## src/rtl/snake_game_ctrl.sv

```systemverilog
// Snake game session controller: life-cycle FSM, score-scaled move tick,
// and a 2-deep turn request queue feeding snake_direction.
//
// state | meaning
// IDLE  | waiting for first start, no ticks
// PLAY  | counting toward game_tick, turn requests queued
// PAUSE | counter frozen, turn requests ignored
// OVER  | datapath reported game over, queue flushed, waiting for restart
module snake_game_ctrl #(
  parameter int unsigned BASE_TICK = 10000000,
  parameter int unsigned STEP_TICK = 500000,
  parameter int unsigned MIN_TICK  = 2000000,
  parameter int unsigned CNT_W     = 24
) (
  input  logic       clk_100MHz,
  input  logic       reset,
  input  logic       btn_start,
  input  logic       btn_pause,
  input  logic       btn_up,
  input  logic       btn_down,
  input  logic       btn_left,
  input  logic       btn_right,
  input  logic       game_over,
  input  logic [7:0] score,
  output logic       game_tick,
  output logic [1:0] snake_direction,
  output logic       game_rst,
  output logic [1:0] state
);

  typedef enum logic [1:0] {
    IDLE  = 2'b00,
    PLAY  = 2'b01,
    PAUSE = 2'b10,
    OVER  = 2'b11
  } state_t;

  localparam logic [31:0] BASE_W  = 32'(BASE_TICK);
  localparam logic [31:0] MIN_W   = 32'(MIN_TICK);
  localparam logic [31:0] STEP_W  = 32'(STEP_TICK);
  localparam logic [31:0] SPAN_W  = BASE_W - MIN_W;
  localparam logic [CNT_W-1:0] CNT_ONE = CNT_W'(1);

  state_t           state_q, state_d;
  logic [CNT_W-1:0] cnt_q, cnt_d;
  logic [1:0]       dir_q, dir_d;
  logic             rst_q, rst_d;
  logic [1:0]       q0_q, q0_d, q1_q, q1_d;
  logic [1:0]       qcnt_q, qcnt_d;
  logic [5:0]       prev_q, prev_d;

  logic [5:0]  btn_now, btn_edge;
  logic        st_e, pa_e, up_e, dn_e, lf_e, rt_e;
  logic [31:0] reduce, period;
  logic        due, flush, restart;
  logic [1:0]  req, ref_dir, newest;
  logic        req_v, pop, push;

  assign btn_now  = {btn_start, btn_pause, btn_up, btn_down, btn_left, btn_right};
  assign prev_d   = btn_now;
  assign btn_edge = btn_now & ~prev_q;
  assign {st_e, pa_e, up_e, dn_e, lf_e, rt_e} = btn_edge;

  // Tick period from score; the subtraction is only taken when it stays above the floor.
  always_comb begin
    reduce = 32'(score) * STEP_W;
    if (reduce >= SPAN_W) period = MIN_W;
    else                  period = BASE_W - reduce;
    due = (32'(cnt_q) >= (period - 32'd1));
  end

  // Life-cycle next state, tick counter and tick strobe.
  always_comb begin
    state_d   = state_q;
    cnt_d     = cnt_q;
    rst_d     = 1'b0;
    game_tick = 1'b0;
    flush     = 1'b0;
    restart   = 1'b0;
    case (state_q)
      IDLE: if (st_e) restart = 1'b1;
      PLAY: begin
        if (game_over)   state_d = OVER;
        else if (pa_e)   state_d = PAUSE;
        else if (due) begin
          game_tick = 1'b1;
          cnt_d     = '0;
        end else         cnt_d = cnt_q + CNT_ONE;
      end
      PAUSE: begin
        if (st_e) restart = 1'b1;
        else if (pa_e) begin
          // Counting restarts in the resume cycle itself.
          state_d = PLAY;
          cnt_d   = cnt_q + CNT_ONE;
        end
      end
      OVER: begin
        flush = 1'b1;
        if (st_e) restart = 1'b1;
      end
      default: state_d = IDLE;
    endcase
    if (restart) begin
      state_d = PLAY;
      cnt_d   = '0;
      rst_d   = 1'b1;
      flush   = 1'b1;
    end
  end

  // Turn request filtering and the 2-entry FIFO; the head is applied on tick.
  always_comb begin
    req_v = up_e | dn_e | lf_e | rt_e;
    if (up_e)      req = 2'b01;
    else if (dn_e) req = 2'b11;
    else if (lf_e) req = 2'b10;
    else           req = 2'b00;
    newest  = (qcnt_q == 2'd2) ? q1_q : q0_q;
    ref_dir = (qcnt_q != 2'd0) ? newest : dir_q;
    pop     = game_tick && (qcnt_q != 2'd0);
    push    = (state_q == PLAY) && req_v && (req != ref_dir) &&
              (req != (ref_dir ^ 2'b10)) && ((qcnt_q != 2'd2) || pop);
    dir_d  = dir_q;
    q0_d   = q0_q;
    q1_d   = q1_q;
    qcnt_d = qcnt_q;
    if (pop) dir_d = q0_q;
    if (restart) dir_d = 2'b00;
    if (flush) qcnt_d = 2'd0;
    else begin
      case ({push, pop})
        2'b10: begin
          if (qcnt_q == 2'd0) q0_d = req;
          else                q1_d = req;
          qcnt_d = qcnt_q + 2'd1;
        end
        2'b01: begin
          q0_d   = q1_q;
          qcnt_d = qcnt_q - 2'd1;
        end
        2'b11: begin
          if (qcnt_q == 2'd1) q0_d = req;
          else begin
            q0_d = q1_q;
            q1_d = req;
          end
        end
        default: ;
      endcase
    end
  end

  // State register with asynchronous reset.
  always_ff @(posedge clk_100MHz or posedge reset) begin
    if (reset) begin
      state_q <= IDLE;
      cnt_q   <= '0;
      dir_q   <= 2'b00;
      rst_q   <= 1'b0;
      q0_q    <= 2'b00;
      q1_q    <= 2'b00;
      qcnt_q  <= 2'd0;
      prev_q  <= '0;
    end else begin
      state_q <= state_d;
      cnt_q   <= cnt_d;
      dir_q   <= dir_d;
      rst_q   <= rst_d;
      q0_q    <= q0_d;
      q1_q    <= q1_d;
      qcnt_q  <= qcnt_d;
      prev_q  <= prev_d;
    end
  end

  assign snake_direction = dir_q;
  assign game_rst        = rst_q;
  assign state           = state_q;

endmodule

```

## config.mk

```make
export PLATFORM = sky130hd
export DESIGN_NAME = snake_game_ctrl
export DESIGN_NICKNAME = d
export VERILOG_FILES = /design/src/rtl/snake_game_ctrl.sv
export SDC_FILE = /design/constraint.sdc
export NUM_CORES = 1
export LEC_CHECK = 0
export CORE_ASPECT_RATIO = 1.1
export CORE_MARGIN = 1
export CORE_UTILIZATION = 45
export CTS_BUF_LIST = sky130_fd_sc_hd__clkbuf_8 sky130_fd_sc_hd__clkbuf_16
export DETAILED_ROUTE_END_ITERATION = 16
export SKIP_LAST_GASP = 1
export SLEW_MARGIN = 20
export SYNTH_ARGS = -nofsm -noshare
export SYNTH_HDL_FRONTEND = slang
export SYNTH_SLANG_ARGS = --single-unit
```

## constraint.sdc

```tcl
create_clock -name clk_100MHz -period 15.75 [get_ports clk_100MHz]
set_input_delay 4.725 -clock clk_100MHz [delete_from_list [all_inputs] [get_ports clk_100MHz]]
set_output_delay 4.725 -clock clk_100MHz [all_outputs]
set_load 0.03 [all_outputs]
```

==> results by group <==
Route
  • Number of DRC markers in iteration 0: 195
  • TritonRoute pass-1 iters: 4
  • Vias/cell: 5.365
  • DRC: 0
  • Routed len/inst: roughly 14 um
  • Final WL: 12530 um
  • Final ANT Viol Nets: 0
  • DR vias: 4721

Cells and area
  • Cell Count, Final, Fillers Out: 880
  • N_diodes: 0
  • Fraction of layout cells with a size suffix above 1: 25.48%
  • Fin nets: 843
  • Fill cell count: 1035
  • Area Growth Syn to Fin: 29.06%

Floorplanning
  • Core box area: 0.01149 mm2
  • Die Y: approximately 120 um
  • Boundary Pins: 23
  • Row Count: 41
  • Starting Density: 46.32%
  • Die area: 0.01227 mm2
  • Die Wd: 105.7 um

Clock tree
  • CTS Buf Count: 5
  • Hold-fix buffers, CTS: 0
  • TritonCTS clock tree: done
  • H-tree levels: 2
  • Root buf cell: clkbuf_16
  • Worst-Skew Late Latency: ~290 ps
  • Clk slew on worst S/H paths: ~60 ps
  • CTS Sinks: 41
  • Buffer levels on the longest clock path: 2

Critical path
  • Arrival @ worst endpoint: 10990 ps
  • Setup CP Type: in2out
  • Critical path required time: 11030 ps
  • CP max stage delay: approximately 620 ps
  • Worst Setup Start Kind: primary input
  • CP Max Fanout: 5
  • Worst Setup End Kind: output port
  • Crit path max-delay cell type: fa_2
  • Most frequent CP cell: ha_4

Min path
  • Hold Crit Class: reg2reg

Global routing
  • Total GRT Usage: 20.78%
  • Pin count of the biggest net entering global routing: 43
  • Global-route wire length before repair: between 20000 and 25000 um
  • GRT overflow: 0
  • Initial antenna violation count: 0
  • Number of global-route vias before repair: 4604

Timing
  • Fmax: between 0.06 and 0.07 GHz
  • Minimum clock period: around 16000 ps
  • Worst-Margin Slew: 841.5 ps
  • Max-slew violation count: 0
  • Final Cycle Share: 99.76%
  • Layout Skew: 7.610 ps
  • Unrepaired setup endpoints after global routing: yes
  • Final setup viols: 0
  • Final Hold Vio Count: 0
  • Max_slew headroom: 43.56%
  • Post-route setup slack: 38.57 ps
  • Final setup TNS: 0 ps
  • Hold WS: approximately 500 ps

Yosys
  • Syn Inst Count: 618
  • Yosys cell types: roughly 80
  • Mapped Area: ~0.0053 mm2
  • Area fraction of the dominant cell type after synthesis: 19.28%
  • Total nets after synthesis: 732
  • Yosys warns: 0
  • Post-synth EDFFs: 0
  • Post-synth top area cell: dfrtp_1
  • #FFs+latches synth: 41
  • Synth top area cells: dfrtp_1 19%, ha_1 19%, fa_1 6.4%
  • Sequential share of the synthesized area: 19.28%
  • Post-synth ARST share: 100.0%
  • Avg Cell Area, Syn: 8.613 um2
  • Most common cell in the netlist: ha_1
  • Top_reg_cell synth: dfrtp_1
  • Synth top cells by count: 80 x ha_1, 62 x nand2_1, 57 x inv_1, 46 x o21ai_0, 41 x dfrtp_1

Power
  • Static Leak: 0.003145 uW
  • Peak supply drop: between 0.00009 and 0.0001 V
  • PwrDens: 137.9 mW/mm2

Placement
  • Number of port buffers: 22
  • Pre-CTS setup slack: -1081 ps
  • Detail Placement HPWL: 9560 um
  • GPL Wtd Cong: 0.8457
  • Dpl cells: 861

Flow run
  • Max Cap Viol: 0

Run status
  • Status: completed
==> worst paths after layout <==
path / startpoint / endpoint / slack, ps / cells past startpoint
max: score[3] / game_tick / 40 / 31
min: qcnt_q[0] / qcnt_q[0] / 500 / 1
max reg2reg: cnt_q[0] / q0_q[0] / 12810 / 11
min reg2reg: qcnt_q[0] / qcnt_q[0] / 500 / 1
max in group asynchronous: reset / cnt_q[1] / 10500 / 3
min in group asynchronous: reset / q0_q[0] / 4880 / 3
==> report_power, final <==
group	switching (uW)	internal [uW]	leakage, uW	total [uW]
Sequential	10.1	117	0.000540	127
Clock	42.8	58.1	0.0000696	101
Combinational	359	361	0.00253	719
Total	411	536	0.00314	947
==> cells by family (layout without fill, tap and decap cells) <==
group	after synthesis	in the layout	share of synthesized area [%]
XOR/XNOR	33	33	6.136
AND/OR/NAND/NOR	204	204	20.43
adder cells (fa/ha/maj)	98	98	25.39
AO/OA/AOI/OAI	157	157	20.59
flip-flops	41	41	19.28
multiplexers	15	15	3.032
buffers and inverters	70	182	5.148
==> metal layers <==
layer  vias to the layer above  GRT usage, %  wire, um
met5                         -             0         0
met4                         0         6.574       237
met3                        16         1.294       235
met2                        68         38.87      6346
met1                      2204         25.56      5712
li1                       2433             -         -
==> final cells by class <==
type / count / area (um2) / area share, %
inverters: 57 / 214.0 / 3.115
clock buffers: 5 / 125.1 / 1.821
multi-input cells: 507 / 4368 / 63.59
clock inverters: 3 / 17.52 / 0.2550
well taps: 150 / 187.7 / 2.732
flip-flops and latches: 41 / 1026 / 14.94
repair buffers: 117 / 930.9 / 13.55
==> per-stage QoR <==
stage               instance area (um2)  total power [uW]  util, %
finish                             6869             947.4    59.78
global route                       6869              1029    59.78
CTS                                6709             894.9    58.38
detailed placement                 6329             735.3    55.07
global placement                   6329             724.7    55.07
floorplan                          5348             540.9        -
==> flip-flops by register name, summed over array words and instances (netlist names) <==
signal / flops
snake_direction: 2
cnt_q: 24
q1_q: 2
q0_q: 2
state: 2
qcnt_q: 2
prev_q: 6
game_rst: 1
==> cell usage in the layout (no fill, tap or decap), types with 4 or more instances in the layout <==
master           count
ha_4                13
nand2_1             56
or3_1                8
nand2b_1            20
inv_2                6
buf_4               92
a31oi_1              8
o31ai_1              4
fa_1                16
or2_2                5
o22ai_1              4
mux2i_1             11
dlygate4sd2_1        5
o21a_1               5
nand3b_1             5
and3_1               9
a21o_1               7
a211oi_1             4
xor2_1              16
dfrtp_1             41
nand3_1              8
clkdlybuf4s50_1     13
nor2_1              28
o21ai_1              5
buf_6                5
xnor2_1             14
ha_1                67
and2_1               8
a2111oi_4            4
nand4_1              5
a21oi_2              8
a21oi_1             21
o41ai_1              4
inv_1               51
nor2b_1              9
o21ai_0             44
clkbuf_16            5
nand2_2              4
nor3_1               7
==> what timing repair did <==
item | CTS | global route
endpoints found under the setup margin | 1 | 1
gates resized for setup | 63 | 23
setup buffers | 9 | 2
endpoints found under the hold margin | 0 | 0
pin swaps | 34 | 35
==> worst max-delay path, delay by kind of cell <==
family / cells / cell delay, ps
AOI/OAI and AO/OA: 10 / 1840
adders and majority gates: 8 / 2760
xor gates and xnor gates: 1 / 130
and+or+nand+nor: 7 / 1030
buffers and inverters: 5 / 500
(Power assumes the default switching activity.)
